### src/rtl/seq_pkg.sv
// Shared constants for the register-file instruction sequencer: widths, opcodes, FSM encoding, field positions.
// Pure definitions: no logic, no latency, no backpressure.
package seq_pkg;

    localparam int SEQ_DATA_W  = 8;
    localparam int SEQ_ADDR_W  = 2;
    localparam int SEQ_OPC_W   = 2;
    localparam int SEQ_CNT_W   = 8;
    localparam int SEQ_INSTR_W = SEQ_OPC_W + 3 * SEQ_ADDR_W;

    localparam logic [SEQ_OPC_W-1:0] OP_ADD = 2'b00;
    localparam logic [SEQ_OPC_W-1:0] OP_SUB = 2'b01;
    localparam logic [SEQ_OPC_W-1:0] OP_AND = 2'b10;
    localparam logic [SEQ_OPC_W-1:0] OP_MOV = 2'b11;

    typedef enum logic [1:0] {
        ST_IDLE = 2'd0,
        ST_READ = 2'd1,
        ST_EXEC = 2'd2,
        ST_WB   = 2'd3
    } seq_state_t;

    // Instruction layout: [7:6] opcode, [5:4] rd, [3:2] rs1, [1:0] rs2
    localparam int OPC_LSB = 3 * SEQ_ADDR_W;
    localparam int RD_LSB  = 2 * SEQ_ADDR_W;
    localparam int RS1_LSB = SEQ_ADDR_W;
    localparam int RS2_LSB = 0;

    function automatic logic [SEQ_INSTR_W-1:0] make_instr(
        input logic [SEQ_OPC_W-1:0]  opc,
        input logic [SEQ_ADDR_W-1:0] rd,
        input logic [SEQ_ADDR_W-1:0] rs1,
        input logic [SEQ_ADDR_W-1:0] rs2
    );
        return {opc, rd, rs1, rs2};
    endfunction

endpackage

### src/rtl/reg_file_sequencer.sv
// Four-phase FSM (IDLE/READ/EXEC/WB) driving one reg-to-reg instruction through reg_file and ALU; write-back 3 edges after accept.
// Backpressure: instr_ready only in IDLE with run high, so one instruction per 4 cycles; held-off instructions stay with the source.
module reg_file_sequencer
    import seq_pkg::*;
#(
    parameter int DATA_W = SEQ_DATA_W,
    parameter int ADDR_W = SEQ_ADDR_W,
    parameter int OPC_W  = SEQ_OPC_W,
    parameter int CNT_W  = SEQ_CNT_W
) (
    input  logic                        clk,
    input  logic                        rst,
    input  logic                        run,
    input  logic [OPC_W+3*ADDR_W-1:0]   instr,
    input  logic                        instr_valid,
    output logic                        instr_ready,
    input  logic [DATA_W-1:0]           alu_result,
    output logic [OPC_W-1:0]            alu_sel,
    output logic [ADDR_W-1:0]           reg_read_add1,
    output logic [ADDR_W-1:0]           reg_read_add2,
    output logic [ADDR_W-1:0]           reg_write_add,
    output logic [DATA_W-1:0]           reg_write_data,
    output logic                        write_en,
    output logic                        busy,
    output logic                        done,
    output logic [CNT_W-1:0]            instr_count
);

    localparam int INSTR_W = OPC_W + 3 * ADDR_W;
    localparam int F_RS2   = 0;
    localparam int F_RS1   = ADDR_W;
    localparam int F_RD    = 2 * ADDR_W;
    localparam int F_OPC   = 3 * ADDR_W;

    seq_state_t           state_q, state_d;
    logic [INSTR_W-1:0]   ir_q, ir_d;
    logic [DATA_W-1:0]    res_q, res_d;
    logic [CNT_W-1:0]     cnt_q, cnt_d;

    always_ff @(posedge clk or negedge rst) begin
        if (!rst) begin
            state_q <= ST_IDLE;
            ir_q    <= '0;
            res_q   <= '0;
            cnt_q   <= '0;
        end else begin
            state_q <= state_d;
            ir_q    <= ir_d;
            res_q   <= res_d;
            cnt_q   <= cnt_d;
        end
    end

    always_comb begin
        state_d = state_q;
        ir_d    = ir_q;
        res_d   = res_q;
        cnt_d   = cnt_q;
        case (state_q)
            ST_IDLE: begin
                if (instr_valid && run) begin
                    ir_d    = instr;
                    state_d = ST_READ;
                end
            end
            ST_READ: begin
                state_d = ST_EXEC;
            end
            ST_EXEC: begin
                // Operands were presented in READ; capture before rd may be overwritten.
                res_d   = alu_result;
                state_d = ST_WB;
            end
            ST_WB: begin
                cnt_d   = cnt_q + 1'b1;
                state_d = ST_IDLE;
            end
            default: begin
                state_d = ST_IDLE;
            end
        endcase
    end

    // IR is held after write-back so addresses stay stable through the following IDLE.
    assign alu_sel        = ir_q[F_OPC +: OPC_W];
    assign reg_read_add1  = ir_q[F_RS1 +: ADDR_W];
    assign reg_read_add2  = ir_q[F_RS2 +: ADDR_W];
    assign reg_write_add  = ir_q[F_RD  +: ADDR_W];
    assign reg_write_data = res_q;

    assign instr_ready = (state_q == ST_IDLE) && run;
    assign busy        = (state_q != ST_IDLE);
    assign write_en    = (state_q == ST_WB);
    assign done        = (state_q == ST_WB);
    assign instr_count = cnt_q;

endmodule

### config.mk
export PLATFORM = sky130hd
export DESIGN_NAME = reg_file_sequencer
export DESIGN_NICKNAME = d
export VERILOG_FILES = /design/src/rtl/seq_pkg.sv /design/src/rtl/reg_file_sequencer.sv
export SDC_FILE = /design/constraint.sdc
export NUM_CORES = 1
export LEC_CHECK = 0
export ABC_AREA = 1
export BUFFER_PORTS_ARGS = -buffer_cell sky130_fd_sc_hd__buf_4
export CAP_MARGIN = 20
export CORE_MARGIN = 8
export CORE_UTILIZATION = 45
export CTS_CLUSTER_DIAMETER = 30
export DETAILED_ROUTE_END_ITERATION = 8
export PLACE_DENSITY_LB_ADDON = 0.2
export SYNTH_ARGS = -nofsm -noshare
export SYNTH_HDL_FRONTEND = slang
export SYNTH_SLANG_ARGS = --single-unit
export TNS_END_PERCENT = 100
### constraint.sdc
create_clock -name clk -period 1.38 [get_ports clk]
set_input_delay 0.069 -clock clk [delete_from_list [all_inputs] [get_ports clk]]
set_output_delay 0.069 -clock clk [all_outputs]
set_load 0.005 [all_outputs]
# == Word-level counts from Yosys, hierarchy flattened ==
# Cells that the tools add are included.
# op_classes
add_sub_neg,1
eq_ne,4
n_mux,2
n_reduce_logical,5
# op_table
operator,count
8-bit by 1-bit adder with 8-bit output (second input constant),1
2-bit case mux with 4 select lines,1
2-bit == test (second input constant),2
2-bit by 1-bit == test with 1-bit output (second input constant),1
1-bit logical AND,2
2-bit logical NOT,1
2-bit two-way mux,1
2-bit != test (second input constant),1
2-bit AND reduction,1
2-bit nonzero test,1
# totals
reg_bits,26
in_bits,20
out_inout_bits,28
word_cells,16

# == Depth between registers and ports, before layout ==
# Gate-level depths: netlist of the first run.
# logic_depth
word_depth,3
ltp_mapped,7
ltp_nobuf,7

# == Worst setup path after synthesis of the first run ==
# Ideal clock, no wire load.
# synth_path
kind,reg2reg
from,register state_q[0]
to,register res_q[0] (netlist: reg_write_data[0])
setup_ps,125
t_arrival_ps,1109
required_ps,1255
setup_slack_ps,146
path_stages_with_launch,5
n_path_buf,1
period_less_slack_ps,1234
path_cell_list,dfrtp_1 -> inv_1 -> ha_1 -> buf_2 -> mux2_2
# synth_between
elab_chain_cells,1
# synth_rtl
item,line,source
from (decl),reg_file_sequencer.sv:35,"seq_state_t state_q, state_d;"
from (signal assigned),reg_file_sequencer.sv:47,state_q <= state_d;
2-bit == test,reg_file_sequencer.sv:59,case (state_q)
to (signal assigned),reg_file_sequencer.sv:49,res_q <= res_d;
to (decl),reg_file_sequencer.sv:37,"logic [DATA_W-1:0] res_q, res_d;"
# Every way passes these cells.
# A chain may end at the register's enable or synchronous reset.

# == Final worst setup path of the first run ==
# Same ends and word-level chain as after synthesis.

==> results of run 1 <==
routing by layer:
metal	wire length, um	GRT usage (%)	up-vias
met5	0	0	-
li1	-	-	488
met3	246	4.58	2
met4	27	2.67	0
met2	1460	23.8	32
met1	1120	14.3	453
path summary, 6_finish.rpt:
check	cells past startpoint	to	from	slack, ns
worst max register to register	3	reg_write_data[0]	state_q[0]	0.08
worst min-delay path	3	ir_q[1]	instr[1]	-0.005
max in group asynchronous	2	instr_count[7]	rst	0.95
worst max-delay path	3	reg_write_data[0]	state_q[0]	0.08
worst min register to register	2	ir_q[4]	ir_q[4]	0.49
min in group asynchronous	2	reg_write_data[6]	rst	0.18
repair_timing:
item                                   4_1_cts  5_1_grt
endpoints found under the hold margin       41        0
buffers inserted                             6        0
pin swaps                                    1        0
setup endpoints to repair                    9       16
hold buffers                                16        0
resized for setup                            3        4
layout make-up:
| type | instances | area (sq um) |
|---|---|---|
| Fill cell | 173 | 656 |
| Inverter | 8 | 30.0 |
| Sequential cell | 26 | 651 |
| Tap cell | 30 | 37.5 |
| Timing Repair Buffer | 69 | 558 |
| Clock buffer | 4 | 36.3 |
| Multi-Input combinational cell | 72 | 464 |
worst min-delay path, delay by kind of cell:
| kind | cells | cell delay [ns] |
|---|---|---|
| AND/OR/NAND/NOR | 2 | 0.13 |
| buffers and inverters | 1 | 0.08 |
flip-flops by register name, summed over array words and instances, names as in the netlist:
| register | count |
|---|---|
| instr_count | 8 |
| state_q | 2 |
| ir_q | 8 |
| reg_write_data | 8 |
metrics by stage:
step	std cells	setup WS, ns	setup TNS, ns	utilization (%)	hold WS [ns]
2_1_floorplan	109	0.146	0	-	-0.227
3_3_place_gp	184	0.0372	0	62.3	-0.00830
3_5_place_dp	184	-0.0335	-0.234	62.3	-0.00692
4_1_cts	209	0.00453	0	72.0	0.00187
5_1_grt	209	0.0128	0	73.0	0.0167
6_report	209	0.0773	0	73.0	-0.00479
Yosys cell counts:
cell type,number
buf_2,2
buf_4,1
dfrtp_1,26
ha_1,5
inv_1,7
inv_2,1
mux2_2,9
nand2_1,36
nand2_2,1
nand3_1,9
nand3b_1,2
nor2_1,1
nor2_2,1
nor2_4,1
o21ai_0,3
xnor2_1,1
xor2_1,3
logic make-up (layout without fill, tap and decap cells):
logic type	count (synthesis)	in the layout	share of synthesized area, %
flip-flops	26	26	57.3
multiplexers	9	9	8.93
XOR/XNOR	4	4	3.09
AO/OA/AOI/OAI	3	3	1.32
buffers and inverters	11	81	4.19
AND/OR/NAND/NOR	51	51	19.6
adder cells (fa/ha/maj)	5	5	5.51
power by group:
group | internal (W) | leakage, nW | switching, W
Clock | 0.000161 | 0.0210 | 0.000211
Sequential | 0.00110 | 0.321 | 0.000242
Combinational | 0.000950 | 0.585 | 0.000650
Total | 0.00221 | 0.927 | 0.00110
==> impl_metrics.json, run 1 <==
{
  "cp_data_required_time_ns": 1.59,
  "crit_family": "flip-flops",
  "antenna_left": 0,
  "path_class": "reg2reg",
  "design.die.area_sq_um": 4390,
  "yosysSeqAreaShare_pct": 57.3,
  "design_area_sq_um": 1780,
  "clkSinkCount": 26,
  "path_buf_inv": 1,
  "status": "finished, violations left",
  "dpl_cell_area_sq_um": 1520,
  "cts_root_buffer": "clkbuf_4",
  "yosys_warnings": 0,
  "layout_commonest_cell": "buf_4",
  "final_cell_mix": "buf_4, nand2_1, dfrtp_1, dlygate4sd3_1",
  "worst_ep_arrival_time_ns": 1.51,
  "worst_pin_slew_ns": 0.322,
  "crit_slowest_cell": "dfrtp_1",
  "crit_path_cell_trace": "inv_2 > ha_2 > mux2_2",
  "wl_per_cell_um": 13.7,
  "cts.path.max_buffers": 2,
  "place.gp.congestion": 0.686,
  "synth_nets": 134,
  "die_x_um": 66.2,
  "initial_core_util_pct": 46.7,
  "numCtsBuffers": 3,
  "synth.largest_area_cell": "dfrtp_1",
  "clkTransAtPathRegs_ns": 0.14,
  "synthesis.area_sq_um": 1130,
  "dr.pass1.iters": 4,
  "antennaDiodeCount": 0,
  "clock.fmax_mhz": 768,
  "drive_gt1_share_pct": 41.9,
  "hold_ws_ns": -0.00479,
  "cts_tree": "done",
  "grt_pass1_vias": 1023,
  "powerDensity_nw_per_um2": 1870,
  "critPathMaxFanout": 9,
  "failed_checks": "negative hold slack",
  "grt_usage_pct": 13.1,
  "numPortBuffers": 47,
  "synthTopCellsByArea": "dfrtp_1, nand2_1, mux2_2",
  "clock_latency_ns": 0.31,
  "drc": 0,
  "yosysTopAreaCellShare_pct": 57.3,
  "min_period_ns": 1.30,
  "grt_max_degree": 27,
  "hp-class": "in2reg",
  "coreArea_sq_um": 2430,
  "crit_path_start_kind": "register",
  "antenna_found_initial": 0,
  "avgSynthCellArea_sq_um": 10.4,
  "initialDrtViolationCount": 28,
  "ys_ff_latch": 26,
  "rsz0062_at_grt": "no",
  "slowest_delay_ns": 0.42,
  "grt_pass1_wl_um": 4570,
  "via_per_inst": 4.67,
  "routed-via-count": 975,
  "netlist_instances": 109,
  "setup_viol": 0,
  "drv_slew": 0,
  "slew-limit-headroom_pct": 78.5,
  "synthToLayoutAreaGrowth_pct": 56.6,
  "total_power_w": 0.00331,
  "nNetsFinal": 205,
  "grt_overflow": 0,
  "routed_wl_um": 2860,
  "maxCapViolCount": 0,
  "die_h_um": 66.2,
  "ioPinCount": 48,
  "ir_worst_vdd_mv": 1.24,
  "end_kind": "register",
  "finalHoldViolCount": 1,
  "rows": 18,
  "synth.distinct_cells": 17,
  "cts_max_level": 1,
  "p_leak_nw": 0.927,
  "finClkSkew_ns": 0.00411,
  "post-route-period-util_pct": 94.4,
  "dp_hpwl_um": 1940
}
Power figures use the tool's default switching activity.
==> run 2: changes to the inputs <==
- CORE_ASPECT_RATIO: default -> 1.2
==> run 2 against run 1 <==
Combinational power is 2% higher. The run now ends clean. Largest cell class unchanged. Die area is 0.14% higher. Hold slack improved by 0.045 ns. Sequential power is essentially flat. Final area rose by 2.4%. Largest power group unchanged. Non-clock buffer count increased by 2. Routed wire length rose by 3.2%. Core utilization rose by 0.39 points. Register-to-register slack hardly changed. Global-route usage increased by 1.3 points. Sequential cell count did not move. Via count up 3.0%.
==> impl_metrics.json, run 2 (same netlist as run 1, synthesis figures left out) <==
{
  "status": "finished, final reports clean",
  "worst_pin_slew_ns": 0.328,
  "initial_core_util_pct": 45.8,
  "end_kind": "output port",
  "finClkSkew_ns": 0.00200,
  "cts_max_level": 1,
  "antenna_found_initial": 0,
  "wl_met2_um": 1620,
  "final_cell_mix": "buf_4, nand2_1, dfrtp_1, dlygate4sd3_1",
  "finalHoldViolCount": 0,
  "grt_max_degree": 27,
  "rrSetupSlack_ns": 0.08,
  "grt_pass1_wl_um": 4890,
  "design.die.area_sq_um": 4390,
  "hold_ws_ns": 0.0405,
  "place_inst": 187,
  "ioPinCount": 48,
  "cts_tree": "done",
  "highest_layer": "met4",
  "rsz0062_at_grt": "yes",
  "met1_length_um": 1080,
  "initialDrtViolationCount": 33,
  "cts.path.max_buffers": 2,
  "powerDensity_nw_per_um2": 1930,
  "total_power_w": 0.00350,
  "drv_slew": 0,
  "post-route-period-util_pct": 94.8,
  "routed_wl_um": 2950,
  "grt_usage_pct": 14.4,
  "r2r-end": "reg_write_data[7]",
  "die_h_um": 71.0,
  "clkTransAtPathRegs_ns": 0.14,
  "clock.fmax_mhz": 764,
  "hold_start": "instr_valid",
  "cts_root_buffer": "clkbuf_4",
  "nNetsFinal": 207,
  "hold_end": "ir_q[6]",
  "place.gp.congestion": 0.762,
  "grt_pass1_vias": 1130,
  "setup_ws_ns": 0.0718,
  "clkSinkCount": 26,
  "cp_data_required_time_ns": 1.31,
  "rows": 20,
  "final_util_pct": 73.4,
  "pre_cts_slack_ns": -0.0440,
  "p_leak_nw": 0.944,
  "crit_path_start_kind": "register",
  "antenna_left": 0,
  "wl_met3_um": 214,
  "worstRegToRegCells": 3,
  "dp_hpwl_um": 2010,
  "layout_commonest_cell": "buf_4",
  "drc": 0,
  "via_per_inst": 4.69,
  "numPortBuffers": 47,
  "hp-class": "in2reg",
  "clock_latency_ns": 0.32,
  "maxCapViolCount": 0,
  "synthToLayoutAreaGrowth_pct": 60.3,
  "drive_gt1_share_pct": 42.5,
  "coreArea_sq_um": 2480,
  "dr.pass1.iters": 4,
  "routed-via-count": 1004,
  "antennaDiodeCount": 0,
  "worst_ep_arrival_time_ns": 1.24,
  "hold_depth": 3,
  "grt_overflow": 0,
  "numCtsBuffers": 3,
  "r2r-start": "state_q[0]",
  "die_x_um": 61.8,
  "fin_cells": 214,
  "slew-limit-headroom_pct": 78.1,
  "min_period_ns": 1.31,
  "critPathMaxFanout": 6,
  "wl_per_cell_um": 13.8,
  "setup_viol": 0,
  "ir_worst_vdd_mv": 1.11,
  "path_class": "reg2out"
}
run 2: how the worst max path moves through the flow:
stage	start	to	slack, ns	cells after the start
after floorplan	state_q[0]	reg_write_data[0]	0.15	4
after global placement	state_q[0]	reg_write_data[0]	0.03	3
after detailed placement	state_q[0]	reg_write_data[6]	-0.04	3
after CTS	state_q[0]	instr_ready	0.005	5
after global routing	state_q[0]	instr_ready	-0.005	5
final	state_q[0]	instr_ready	0.07	5
run 2: critical path, cell delays in order, from the launching register on:
cell and delay, ns:
dfrtp_1 0.42, inv_2 0.11, ha_4 0.16, nand2_2 0.06
inv_4 0.07, buf_4 0.11
run 2: cell type report:
| class | instances | area (sq um) |
|---|---|---|
| Inverter | 8 | 32.5 |
| Fill cell | 178 | 658 |
| Sequential cell | 26 | 651 |
| Tap cell | 33 | 41.3 |
| Clock inverter | 1 | 30.0 |
| Timing Repair Buffer | 71 | 576 |
| Clock buffer | 3 | 22.5 |
| Multi-Input combinational cell | 72 | 467 |
run 2: per-stage QoR:
stage | TNS [ns] | cell area (sq um)
finish | 0 | 1820
global route | -0.00502 | 1820
CTS | 0 | 1770
detailed placement | -0.306 | 1520
global placement | 0 | 1520
floorplan | 0 | 1130
run 2: power by group:
group          switching [W]  internal (W)
clock               0.000227      0.000293
sequential          0.000246       0.00110
combinational       0.000667      0.000968
total                0.00114       0.00236
run 2: what timing repair did:
| item | 4_1_cts | 5_1_grt |
|---|---|---|
| endpoints found under the hold margin | 42 | 0 |
| endpoints found under the setup margin | 9 | 10 |
| hold buffers | 17 | 0 |
| buffers inserted | 3 | 4 |
| resized for setup | 6 | 3 |
| gates cloned | 0 | 0 |
run 2: per-layer routing:
metal / global-route usage (%) / up-vias
met5: 0 / -
met4: 4.57 / 0
met3: 4.36 / 4
met2: 26.6 / 33
met1: 14.3 / 481
li1: - / 486
